$ cat src/rtl/pc_sequencer_if.sv
// Fetch-stage control/status bundle between the front-end control logic and
// the PC sequencer. The master drives the requests, and the slave (the
// sequencer) returns the PC and the status flags.
interface pc_sequencer_if #(
  parameter int N = 32
);
  logic         stall_i;
  logic         branch_i;
  logic [N-1:0] target_i;
  logic         halt_i;
  logic         resume_i;
  logic [N-1:0] pc_o;
  logic [N-1:0] pc_next_o;
  logic         valid_o;
  logic         redirect_o;
  logic         misalign_o;

  modport master (
    output stall_i, branch_i, target_i, halt_i, resume_i,
    input  pc_o, pc_next_o, valid_o, redirect_o, misalign_o
  );

  modport slave (
    input  stall_i, branch_i, target_i, halt_i, resume_i,
    output pc_o, pc_next_o, valid_o, redirect_o, misalign_o
  );
endinterface

$ cat src/rtl/pc_sequencer.sv
// Program-counter sequencer for the fetch stage.
// - The registered PC advances by INC each cycle. The sum wraps mod 2^N.
// - Supports stall, branch redirect and halt/resume.
// - BOOT lasts one cycle after reset release, then RUN begins at RESET_VECTOR.
// - Optional feature macro PC_ALIGN_CHECK_EN: when defined, branch targets
//   that are not word aligned are rejected and reported on misalign_o.
//   When undefined, every target is loaded as given.
module pc_sequencer #(
  parameter int           N            = 32,
  parameter logic [N-1:0] RESET_VECTOR = '0,
  parameter int           INC          = 4
) (
  input logic            clk_i,
  input logic            rst_i,
  pc_sequencer_if.slave  bus
);

  localparam logic [N-1:0] INC_N = N'(INC);

  typedef enum logic [1:0] {BOOT, RUN, HALT} state_t;

  state_t       state;
  logic [N-1:0] pc_q;
  logic         valid_q;
  logic         redirect_q;
  logic         misalign_q;
  logic [N-1:0] pc_inc;
  logic         tgt_ok;

  // Sequential successor of the current PC, truncated to N bits
  assign pc_inc = pc_q + INC_N;

`ifdef PC_ALIGN_CHECK_EN
  assign tgt_ok = (bus.target_i[1:0] == 2'b00);
`else
  assign tgt_ok = 1'b1;
`endif

  // Control FSM: state, PC and all registered status flags
  always_ff @(posedge clk_i or posedge rst_i) begin
    if (rst_i) begin
      state      <= BOOT;
      pc_q       <= RESET_VECTOR;
      valid_q    <= 1'b0;
      redirect_q <= 1'b0;
      misalign_q <= 1'b0;
    end else begin
      redirect_q <= 1'b0;
      misalign_q <= 1'b0;
      case (state)
        BOOT: begin
          state   <= RUN;
          valid_q <= 1'b1;
        end
        RUN: begin
          if (bus.branch_i && tgt_ok) begin
            // An accepted redirect beats halt and stall in the same cycle.
            pc_q       <= bus.target_i;
            redirect_q <= 1'b1;
          end else begin
            // A rejected target falls through to the normal priority chain.
            misalign_q <= bus.branch_i;
            if (bus.halt_i) begin
              state   <= HALT;
              valid_q <= 1'b0;
            end else if (!bus.stall_i) begin
              pc_q <= pc_inc;
            end
          end
        end
        HALT: begin
          // Resume holds the PC, so the first valid fetch is the halted address.
          if (bus.resume_i) begin
            state   <= RUN;
            valid_q <= 1'b1;
          end
        end
        default: begin
          state   <= BOOT;
          valid_q <= 1'b0;
        end
      endcase
    end
  end

  assign bus.pc_o       = pc_q;
  assign bus.pc_next_o  = pc_inc;
  assign bus.valid_o    = valid_q;
  assign bus.redirect_o = redirect_q;
  assign bus.misalign_o = misalign_q;

endmodule
$ cat src/flat_wrapper.sv
// flat-port wrapper written by rule: the top's interface ports become plain ports
module pc_sequencer_flat 
#(
  parameter int           N            = 32,
  parameter logic [N-1:0] RESET_VECTOR = '0,
  parameter int           INC          = 4
)
  (clk_i, rst_i, bus_stall_i, bus_branch_i, bus_target_i, bus_halt_i, bus_resume_i, bus_pc_o, bus_pc_next_o, bus_valid_o, bus_redirect_o, bus_misalign_o);
  pc_sequencer_if #(.N(N)) bus_i ();
  input logic clk_i;
  input logic rst_i;
  input wire logic [$bits(bus_i.stall_i)-1:0] bus_stall_i;
  input wire logic [$bits(bus_i.branch_i)-1:0] bus_branch_i;
  input wire logic [$bits(bus_i.target_i)-1:0] bus_target_i;
  input wire logic [$bits(bus_i.halt_i)-1:0] bus_halt_i;
  input wire logic [$bits(bus_i.resume_i)-1:0] bus_resume_i;
  output wire logic [$bits(bus_i.pc_o)-1:0] bus_pc_o;
  output wire logic [$bits(bus_i.pc_next_o)-1:0] bus_pc_next_o;
  output wire logic [$bits(bus_i.valid_o)-1:0] bus_valid_o;
  output wire logic [$bits(bus_i.redirect_o)-1:0] bus_redirect_o;
  output wire logic [$bits(bus_i.misalign_o)-1:0] bus_misalign_o;
  assign bus_i.stall_i = bus_stall_i;
  assign bus_i.branch_i = bus_branch_i;
  assign bus_i.target_i = bus_target_i;
  assign bus_i.halt_i = bus_halt_i;
  assign bus_i.resume_i = bus_resume_i;
  assign bus_pc_o = bus_i.pc_o;
  assign bus_pc_next_o = bus_i.pc_next_o;
  assign bus_valid_o = bus_i.valid_o;
  assign bus_redirect_o = bus_i.redirect_o;
  assign bus_misalign_o = bus_i.misalign_o;
  pc_sequencer #(.N(N), .RESET_VECTOR(RESET_VECTOR), .INC(INC)) u_core (.clk_i(clk_i), .rst_i(rst_i), .bus(bus_i));
endmodule
$ cat config.mk
export PLATFORM = sky130hd
export DESIGN_NAME = pc_sequencer_flat
export DESIGN_NICKNAME = d
export VERILOG_FILES = /design/src/rtl/pc_sequencer_if.sv /design/src/rtl/pc_sequencer.sv /design/src/flat_wrapper.sv
export SDC_FILE = /design/constraint.sdc
export NUM_CORES = 1
export LEC_CHECK = 0
export BUFFER_PORTS_ARGS = -buffer_cell sky130_fd_sc_hd__buf_2
export CELL_PAD_IN_SITES_DETAIL_PLACEMENT = 1
export CELL_PAD_IN_SITES_GLOBAL_PLACEMENT = 2
export CORE_MARGIN = 2
export CORE_UTILIZATION = 29
export DETAILED_ROUTE_END_ITERATION = 6
export GPL_TIMING_DRIVEN = 0
export HOLD_SLACK_MARGIN = 0.12
export MAX_ROUTING_LAYER = met4
export PLACE_DENSITY_LB_ADDON = 0.3
export SKIP_CTS_REPAIR_TIMING = 1
export SKIP_LAST_GASP = 1
export SLEW_MARGIN = 5
export SYNTH_ARGS = -nofsm -noshare
export SYNTH_HDL_FRONTEND = slang
export SYNTH_SLANG_ARGS = --single-unit
$ cat constraint.sdc
create_clock -name clk_i -period 3.35 [get_ports clk_i]
set_input_delay 0.335 -clock clk_i [delete_from_list [all_inputs] [get_ports clk_i]]
set_output_delay 0.335 -clock clk_i [all_outputs]
set_load 0.02 [all_outputs]
After elaboration in Yosys (flattened, before gate mapping). Index checks and enable logic that the tools add are counted.

Register bits after elaboration: 36. Input port bits: 38. Output and inout port bits: 67. Logic and storage cells: 28.

Add/sub/neg operators: 1. Equal/unequal tests: 7. Multiplexer cells: 13. Reduce and logical (&&, ||, !) cells: 3.

Operator list (number): $mux 32 (3); $add 32x3->32 const B (1); $ne 2x2->1 const B (4); $mux 2 (3); $pmux 2 s3 (1); $reduce_and 3->1 (2); $mux 1 (5); $pmux 1 s3 (1); $eq 2x1->1 const B (1); $eq 2x2->1 const B (1); $logic_not 2->1 (1); $ne 2x1->1 const B (1).

Logic depth before layout (Yosys ltp).
Depth in word-level cells: 4. Mapped depth: 7. Mapped depth without buffers: 5.

Worst setup path before layout. Ideal clock, no wire load.

Kind: register -> output. Start point: register u_core.pc_q[3] (netlist: u_core.bus.pc_o[3]). End point: output bus_pc_next_o[20]. Arrival time: 2299 ps. Data required time: 3015 ps. Path slack: 716 ps. Stages on the path, launching flop included: 7. Buffers on the path: 1. Cells stage by stage: dfrtp_1 > ha_1 > nand3_1 > buf_2 > nor4_1 > nand3_1 > xnor2_1.

Word-level cells in the longest chain between the ends: 1.

Ends and longest elaborated chain: start, declared (line pc_sequencer.sv:23) `logic [N-1:0] pc_q;`; start signal, assigned (line pc_sequencer.sv:58) `pc_q <= bus.target_i;`; start signal, assigned (line pc_sequencer.sv:67) `pc_q <= pc_inc;`; $add 32x3->32 (line pc_sequencer.sv:31) `assign pc_inc = pc_q + INC_N;`; end, declared (line flat_wrapper.sv:18) `output wire logic [$bits(bus_i.pc_next_o)-1:0] bus_pc_next_o;`.

Every way passes these cells.

Final worst setup path.
Start point: register u_core.pc_q[2] (netlist: u_core.bus.pc_o[2]). End point: output bus_pc_next_o[30].

The elaborated chain is that of the path after synthesis.

==> metrics.csv <==
stage,metric,value,unit
synth,mapped cell area,2671,um^2
detailed_routing,Via density,5.461,
place,Area after DPL,3321,um^2
worst_setup_path,CP Launch Type,flop,
timing,worst slew pin tran,0.9793,ns
timing,final hold viol count,0,
floorplanning,die width,99.98,um
worst_setup_path,CP Buf/Inv Count,2,
synth,Synth async-reset ratio,100.0,%
floorplanning,Initial Utilization,29.47,%
cts,"Reg clk slew, reported paths",0.08,ns
cts,Max H-tree Level,2,
worst_setup_path,WS Path Type,flop to output pin,
place,port buffer count,102,
place,HPWL Detailed,7.603,mm
floorplanning,Die H,99.98,um
timing,Final Max Slew Viols,0,
detailed_routing,Detailed Routing Iterations Pass 1,4,
timing,Final Cycle Share,90.66,%
layout,share of cells above drive strength 1,30.41,%
timing,Setup TNS,0,ns
power_and_ir_drop,PD cells,740.8,nW/um^2
worst_setup_path,CP Data Required Time,3.01,ns
detailed_routing,Detailed Route Iter0 Violations,111,
detailed_routing,DR vias,2976,
synth,syn_nets,363,
layout,Layout fillers,1127,
detailed_routing,Final ANT Viol Nets,0,
detailed_routing,total wire length,10.18,mm
worst_setup_path,worst reg-to-reg setup slack,0.89,ns
detailed_routing,WL/cell,18.67,um
worst_setup_path,Arrival @ worst endpoint,2.70,ns
grt,GRT Residual Overflow,0,
layout,Area growth syn-to-layout,28.29,%
synth,"EDFF count, synth",0,
run_status,status,"finished, final reports clean",
synth,register area share after synthesis,32.79,%
synth,library cells used by synthesis,54,
synth,Synth Area per Inst,8.245,um^2
worst_setup_path,"Critical Path, Cell by Cell","ha_1, nand3_1, buf_2, nor4_2, nor2b_1, xnor2_1, buf_2",
timing,Final Setup Violations,0,
layout,final instance area,3427,um^2
grt,largest net degree at the start of global routing,36,
cts,TritonCTS buffer count,5,
layout,fin nets,472,
power_and_ir_drop,LEAKAGE,1.498,nW
worst_setup_path,CP most frequent cell,buf_2,
place,"worst slack, placed",0.2701,ns
floorplanning,I/O Pins,105,
worst_setup_path,Critical Path End Type,output pin,
grt,global-route wire length before repair,16.40,mm
layout,diode count,0,
place,routability cong.,0.8377,
synth,ys flop type,dfrtp_1,
floorplanning,Die ar.,9995,um^2
worst_setup_path,Critical Path Fanout Max,10,
cts,CTS Root Cell,clkbuf_8,
worst_setup_path,cell family with most CP delay,simple AND/OR/NAND/NOR gates,
timing,relative slew slack,34.17,%
timing,final hold slack,0.1977,ns
synth,Yosys Warn Count,0,
worst_setup_path,"slowest stage delay, CP",0.69,ns
timing,final worst slack,0.3130,ns
synth,Mapped Cells,324,
timing,fin crit period,3.037,ns
grt,vias in the first global route,3129,
layout,"commonest non-fill, non-tap cell in the layout",buf_2,
floorplanning,Core Rows,35,
cts,clk buf depth,2,
cts,CTS tree,yes,
grt,All-Layer GR Usage,21.61,%
cts,# clock sinks,35,
timing,f_max,329.3,MHz
cts,Clock Latency Late Sink,0.29,ns
run,Max-Cap Viols,0,
synth,"FF+latch count, synth",35,
floorplanning,core outline area,9065,um^2
detailed_routing,drt drc,0,
timing,RSZ-0062 raised after global routing,no,
layout,highest-count cells in the layout ignoring fill and taps,"buf_2, dfrtp_1, a21oi_1, nand2_1, nand3_1",
hold_path,Worst Hold Class,primary input to async pin,
timing,skew final,0.008929,ns
power_and_ir_drop,Worst VDD drop,0.2201,mV
grt,initial antenna violation count,0,
worst_setup_path,slowest cell on the critical path,nor4_2,
## final cells by class
type / instances / area, um^2 / area share (%)
inverters: 16 / 60.06 / 1.752
plain buffers: 28 / 121.4 / 3.541
well taps: 111 / 138.9 / 4.053
flip-flops and latches: 35 / 875.8 / 25.56
clock buffers: 8 / 100.1 / 2.921
repair buffers: 102 / 510.5 / 14.90
multi-input cells: 245 / 1620 / 47.28
## worst register-to-register path: cells and delay by family, from the launching register on
kind	cells	cell delay, ns
AO/OA/AOI/OAI	1	0.20
adder cells (fa/ha/maj)	1	0.26
buffers and inverters	1	0.23
flip-flops	1	0.44
AND/OR/NAND/NOR	3	1.14
## per-stage QoR
stage	utilization, %	power [mW]	std cells
final	37.81	2.539	545
after global routing	37.81	2.716	545
after CTS	37.74	2.554	545
after detailed placement	36.63	2.194	537
after global placement	36.63	2.157	537
after floorplan	-	1.690	324
## power by group
| part | total [mW] | switching (mW) | internal [mW] | leakage, nW |
|---|---|---|---|---|
| Combinational | 1.40 | 0.900 | 0.503 | 1.05 |
| Clock | 0.355 | 0.167 | 0.188 | 0.0515 |
| Sequential | 0.781 | 0.223 | 0.558 | 0.397 |
## final timing paths
| check | start | end | cells after the start |
|---|---|---|---|
| setup / recovery | u_core.bus.pc_o[2] | bus_pc_next_o[30] | 7 |
| hold / removal | rst_i | u_core.bus.pc_o[0] | 2 |
| setup reg to reg | u_core.bus.pc_o[2] | u_core.bus.pc_o[30] | 6 |
| hold reg to reg | u_core.state[0] | u_core.state[0] | 1 |
| max in group asynchronous | rst_i | u_core.bus.pc_o[14] | 2 |
| min in group clk_i | bus_target_i[0] | u_core.bus.pc_o[0] | 2 |
## Yosys cell counts (all sizes together), types with 2 or more instances
| library cell | instances | area [um^2] |
|---|---|---|
| clkbuf | 21 | 78.83 |
| buf | 7 | 42.54 |
| a21o | 2 | 15.01 |
| xnor2 | 20 | 175.2 |
| a21oi | 24 | 120.1 |
| o22ai | 3 | 18.77 |
| nor3 | 7 | 35.03 |
| a31oi | 4 | 25.02 |
| mux2 | 2 | 22.52 |
| nand3 | 23 | 115.1 |
| a311o | 5 | 50.05 |
| nor2 | 13 | 48.80 |
| nand2 | 23 | 86.33 |
| and4 | 6 | 52.55 |
| and3 | 16 | 100.1 |
| dfrtp | 35 | 875.8 |
| a32oi | 2 | 17.52 |
| mux2i | 2 | 20.02 |
| nand2b | 2 | 12.51 |
| or3 | 5 | 41.29 |
| nor4 | 9 | 83.83 |
| nand4 | 9 | 77.57 |
| nand3b | 3 | 22.52 |
| o21ai | 16 | 80.08 |
| inv | 15 | 56.30 |
| o21a | 2 | 15.01 |
| o2bb2ai | 2 | 17.52 |
| nor3b | 2 | 15.01 |
| a2bb2oi | 5 | 43.79 |
| o211ai | 8 | 60.06 |
| nor2b | 3 | 18.77 |
| or4 | 2 | 18.77 |
| xor2 | 6 | 52.55 |
| or2 | 4 | 25.02 |
| o311ai | 4 | 35.03 |
## kinds of logic after synthesis
| logic type | synth area share, % |
|---|---|
| buf+inv | 6.791 |
| simple gates | 28.20 |
| other cells | 0.1404 |
| xor+xnor | 8.525 |
| fa+ha+maj | 0.4683 |
| compound gates | 21.50 |
| mux | 1.592 |
| flops | 32.79 |
## registers in the layout (all words and copies together), names as in the netlist
register,flops
u_core.bus.pc_o,32
u_core.bus.redirect_o,1
u_core.state,2
## layer usage
metal	GRT usage [%]	up-vias	routed length (um)
li1	-	1415	-
met4	6.112	0	201
met2	35.45	78	4882
met1	28.22	1465	4657
met3	2.716	18	435
met5	-	-	0
(Power assumes the default switching activity.)
